`config.mk`:
```
export PLATFORM = sky130hd
export DESIGN_NAME = btn_event_gen
export DESIGN_NICKNAME = d
export VERILOG_FILES = /design/src/rtl/btn_evt_pkg.sv /design/src/rtl/btn_event_gen.sv
export SDC_FILE = /design/constraint.sdc
export NUM_CORES = 1
export LEC_CHECK = 0
export ABC_AREA = 0
export CAP_MARGIN = 40
export CELL_PAD_IN_SITES_DETAIL_PLACEMENT = 0
export CELL_PAD_IN_SITES_GLOBAL_PLACEMENT = 2
export CORE_MARGIN = 2
export CORE_UTILIZATION = 35
export DETAILED_ROUTE_END_ITERATION = 6
export PLACE_DENSITY_LB_ADDON = 0.1
export SLEW_MARGIN = 20
export SYNTH_ARGS = -nofsm -noshare
export SYNTH_HDL_FRONTEND = slang
export SYNTH_SLANG_ARGS = --single-unit
export TNS_END_PERCENT = 1
```
`constraint.sdc`:
```
create_clock -name clk -period 3 [get_ports clk]
set_input_delay 0.45 -clock clk [delete_from_list [all_inputs] [get_ports clk]]
set_output_delay 0.45 -clock clk [all_outputs]
set_load 0.02 [all_outputs]
```
`src/rtl/btn_evt_pkg.sv`:
```
// btn_evt_pkg
// Shared definitions for the button event generator:
//   - state_t      : FSM state encoding (IDLE, PRESSED, HELD)
//   - LONG_CNT_DEF : default hold cycles from press to long-press event
//   - REPEAT_CNT_DEF : default cycles between auto-repeat events
//   - cnt_width()  : width of the hold counter for a given pair of thresholds
package btn_evt_pkg;

  typedef enum logic [1:0] {
    IDLE    = 2'd0,
    PRESSED = 2'd1,
    HELD    = 2'd2
  } state_t;

  localparam int LONG_CNT_DEF   = 50_000_000;
  localparam int REPEAT_CNT_DEF = 10_000_000;

  // The counter only ever holds values 0 .. max(long,repeat)-1, so
  // $clog2 of the larger threshold is enough; never narrower than 1 bit.
  function automatic int cnt_width(input int long_cnt, input int repeat_cnt);
    int max_cnt;
    int width;
    max_cnt = (long_cnt > repeat_cnt) ? long_cnt : repeat_cnt;
    if (max_cnt <= 2) begin
      width = 1;
    end else begin
      width = $clog2(max_cnt);
    end
    return width;
  endfunction

endpackage

```
`src/rtl/btn_event_gen.sv`:
```
// btn_event_gen
// Turns the debounced level of one button into single-cycle event pulses.
//
// Ports:
//   clk           in  system clock
//   reset         in  synchronous, active-high reset
//   btn_level     in  debounced button level, synchronous to clk
//   enable        in  event generation enable; low forces IDLE
//   press_pulse   out one cycle on a qualified rising edge
//   release_pulse out one cycle on release from PRESSED or HELD
//   short_pulse   out one cycle on release before the long threshold
//   long_pulse    out one cycle when the long threshold is reached
//   repeat_pulse  out one cycle every REPEAT_CNT cycles while HELD
//   held          out high while the FSM is in HELD
//
// Parameters:
//   LONG_CNT   hold cycles from press to long_pulse (>= 2)
//   REPEAT_CNT cycles between repeat_pulse events while held (>= 1)
//   CNT_W      hold counter width
module btn_event_gen
  import btn_evt_pkg::*;
#(
  parameter int LONG_CNT   = LONG_CNT_DEF,
  parameter int REPEAT_CNT = REPEAT_CNT_DEF,
  parameter int CNT_W      = cnt_width(LONG_CNT, REPEAT_CNT)
) (
  input  logic clk,
  input  logic reset,
  input  logic btn_level,
  input  logic enable,
  output logic press_pulse,
  output logic release_pulse,
  output logic short_pulse,
  output logic long_pulse,
  output logic repeat_pulse,
  output logic held
);

  localparam logic [CNT_W-1:0] LONG_LAST   = CNT_W'(LONG_CNT - 1);
  localparam logic [CNT_W-1:0] REPEAT_LAST = CNT_W'(REPEAT_CNT - 1);
  localparam logic [CNT_W-1:0] CNT_ZERO    = '0;
  localparam logic [CNT_W-1:0] CNT_ONE     = CNT_W'(1);

  state_t           state_r;
  logic [CNT_W-1:0] cnt_r;
  logic             prev_r;

  // Event FSM with its single hold counter and registered pulse outputs.
  always_ff @(posedge clk) begin
    if (reset) begin
      state_r       <= IDLE;
      cnt_r         <= CNT_ZERO;
      // Starting at 1 means a button already down when reset lifts
      // must be seen low before a press can be qualified.
      prev_r        <= 1'b1;
      press_pulse   <= 1'b0;
      release_pulse <= 1'b0;
      short_pulse   <= 1'b0;
      long_pulse    <= 1'b0;
      repeat_pulse  <= 1'b0;
      held          <= 1'b0;
    end else begin
      // prev tracks the input even while disabled, so re-enabling with the
      // button down does not fabricate a rising edge.
      prev_r        <= btn_level;
      press_pulse   <= 1'b0;
      release_pulse <= 1'b0;
      short_pulse   <= 1'b0;
      long_pulse    <= 1'b0;
      repeat_pulse  <= 1'b0;

      if (!enable) begin
        state_r <= IDLE;
        cnt_r   <= CNT_ZERO;
        held    <= 1'b0;
      end else begin
        case (state_r)
          IDLE: begin
            held <= 1'b0;
            if (btn_level && !prev_r) begin
              press_pulse <= 1'b1;
              cnt_r       <= CNT_ZERO;
              state_r     <= PRESSED;
            end else begin
              state_r     <= IDLE;
            end
          end

          PRESSED: begin
            // Release is tested first so it wins over the long threshold.
            if (!btn_level) begin
              release_pulse <= 1'b1;
              short_pulse   <= 1'b1;
              cnt_r         <= CNT_ZERO;
              held          <= 1'b0;
              state_r       <= IDLE;
            end else if (cnt_r == LONG_LAST) begin
              long_pulse    <= 1'b1;
              cnt_r         <= CNT_ZERO;
              held          <= 1'b1;
              state_r       <= HELD;
            end else begin
              cnt_r         <= cnt_r + CNT_ONE;
              held          <= 1'b0;
            end
          end

          HELD: begin
            // Release wins over a coinciding repeat threshold.
            if (!btn_level) begin
              release_pulse <= 1'b1;
              cnt_r         <= CNT_ZERO;
              held          <= 1'b0;
              state_r       <= IDLE;
            end else if (cnt_r == REPEAT_LAST) begin
              repeat_pulse  <= 1'b1;
              cnt_r         <= CNT_ZERO;
              held          <= 1'b1;
            end else begin
              cnt_r         <= cnt_r + CNT_ONE;
              held          <= 1'b1;
            end
          end

          default: begin
            state_r <= IDLE;
            cnt_r   <= CNT_ZERO;
            held    <= 1'b0;
          end
        endcase
      end
    end
  end

endmodule
```
==> out/metrics.cfg <==
[global_routing]
grt_max_degree=18
use_met3=0.03318
grt_use_met1=0.2044
grt_pass1_vias=1349
antenna_found_initial=0
grt.total_usage=0.1490
grt_first_pass_wirelength_um=6851
grt-ovfl-total=0
grt_use_met2=0.2277
grt-busiest-layer=met2

[floorplanning]
die_h_um=76.02
ios=10
die_area_um2=5779
core_um2=5042
initial_core_util=0.3600
dieWidth_um=76.02
fp-row-count=26

[setup_path]
cp-start-kind=register
crit_path_end_kind=register
worstPathRequired_ns=3.19
arrival_ns=2.51
r2r_slack_ns=0.67
crit_path_max_fanout=17
worstSetupPathType=register to register

[sta]
rsz0062_at_grt=no
holdWs_ns=0.4801
tightest_slew_ns=0.5447
maxSlewViolCount=0
relSlewSlack=0.6361
max_freq_mhz=429.8
hold_violations=0
clock_skew_ns=0.003119
final_period_minus_worst_setup_slack_ns=2.327
finalSetupViolCount=0
fin_crit_sh=0.7756
tns_ns=0

[drt]
viasPerCell=5.064
wl_um=3976
drt_iter0_markers=68
firstDrtPassIters=4
drcViolationCount=0
vias=1423
post_drt_wl_per_cell_um=14.15
ant_nets=0

[finish]
syn2layout_area_growth_pct=14.61
final_common_cell=dfxtp_1
final_area_um2=2081
reg_top3=cnt_r x26, state_r x2
diodes=0
n_fill_cell=524
largest_reg_flops=26
fin_nets=218
drive_gt1_frac=0.1327
max_flop_register=cnt_r
layout_common_cells=dfxtp_1, nor2_1, nand2_1, xor2_1, nand3_1

[logic_synthesis]
synthArstFlopShare=0
synth_flop_cell=dfxtp_1
ys_ff_latch=35
syn_area_per_cell_um2=9.169
synth_area_um2=1815
synth_cell_type_count=46
synth-edff-count=0
yosysWarnings=0
synth_cells=198
yosysSeqAreaShare=0.3859
synth_fp_nets=206

[placed_design]
placed_area_um2=1981
dp_hpwl_um=2948
globalplace.congestion=0.8008
port-buffer-count=9

[clock_network]
cts_resized=0
cts_hold_buf=0
cts_setup_buffers=0
clkLatencyLatePin_ns=0.29
cts_tree=yes
cts_buffer_depth=2
cts-buffers-inserted=5
clkSinkCount=35
path_clk_slew_ns=0.07
clockRootBuffer=clkbuf_8
htree_levels=2

[power_and_ir_drop]
total_power_uw=880.7
p_per_area_nw_per_um2=423.3
peakVddDrop_v=0.0002060
cellLeakagePower_nw=0.6948

[hold_path]
min_path_type=register to register

[job]
cap_violations=0

[run_status]
outcome=complete, no violations

report_power, final:
group / total [mW] / internal, mW / switching (mW)
Clock: 0.383 / 0.210 / 0.174
Combinational: 0.0315 / 0.0117 / 0.0198
Sequential: 0.466 / 0.466 / 0.000350
cells in the mapped netlist (3+ instances only):
cell / number / share of area
nor2_2: 5 / 0.017
nand2b_1: 4 / 0.014
and3_1: 6 / 0.021
nand4_1: 9 / 0.031
xor2_1: 15 / 0.072
a21oi_1: 9 / 0.025
ha_1: 4 / 0.028
xnor2_1: 4 / 0.019
nand3_1: 13 / 0.036
o21ai_0: 3 / 0.0083
o2111ai_1: 3 / 0.014
dfxtp_1: 35 / 0.39
nor2_1: 22 / 0.045
and2_1: 3 / 0.010
nor3b_1: 3 / 0.012
nand2_1: 16 / 0.033
o211ai_1: 3 / 0.012
inv_1: 5 / 0.010
layout make-up:
cell class / instances / area, um^2 / area share
Sequential cell: 35 / 700.7 / 0.3367
Timing Repair Buffer: 12 / 125.1 / 0.06013
Inverter: 5 / 18.77 / 0.009020
Tap cell: 70 / 87.58 / 0.04209
Multi-Input combinational cell: 151 / 1049 / 0.5039
Clock buffer: 8 / 100.1 / 0.04811
worst max-delay path, stage by stage (launching register included):
cell and delay (ns):
dfxtp_1 0.37, ha_1 0.31, nand2_1 0.19, nor4_4 0.43
o22ai_2 0.23, o31ai_4 0.44, buf_12 0.21, nor2_1 0.05
path summary, 6_finish.rpt:
path | from | end | cells past startpoint
worst max-delay path | cnt_r[0] | cnt_r[7] | 7
worst min-delay path | cnt_r[1] | cnt_r[1] | 2
worst max register to register | cnt_r[0] | cnt_r[7] | 7
worst min register to register | cnt_r[1] | cnt_r[1] | 2
metrics by stage:
stage / std cells / setup slack, ns / utilization
floorplan: 198 / 1.041 / -
global placement: 273 / 0.4926 / 0.3928
detailed placement: 273 / 0.4408 / 0.3928
CTS: 281 / 0.6585 / 0.4127
global route: 281 / 0.5024 / 0.4127
finish: 281 / 0.6731 / 0.4127
kinds of logic after synthesis:
group,Yosys count,share of synthesized area
AND/OR/NAND/NOR,102,0.3301
flip-flops,35,0.3859
AO/OA/AOI/OAI,25,0.1220
XOR/XNOR,19,0.09166
buffers and inverters,12,0.03652
adder cells (fa/ha/maj),4,0.02757
multiplexers,1,0.006202
routing by layer:
metal / vias to the layer above / share of wire / routed length, um
li1: 728 / - / -
met1: 669 / 0.49 / 1966
met2: 19 / 0.46 / 1817
met3: 7 / 0.031 / 125
met4: 0 / 0.017 / 66
met5: - / 0 / 0
No activity file was read; power rests on OpenSTA's default activity.
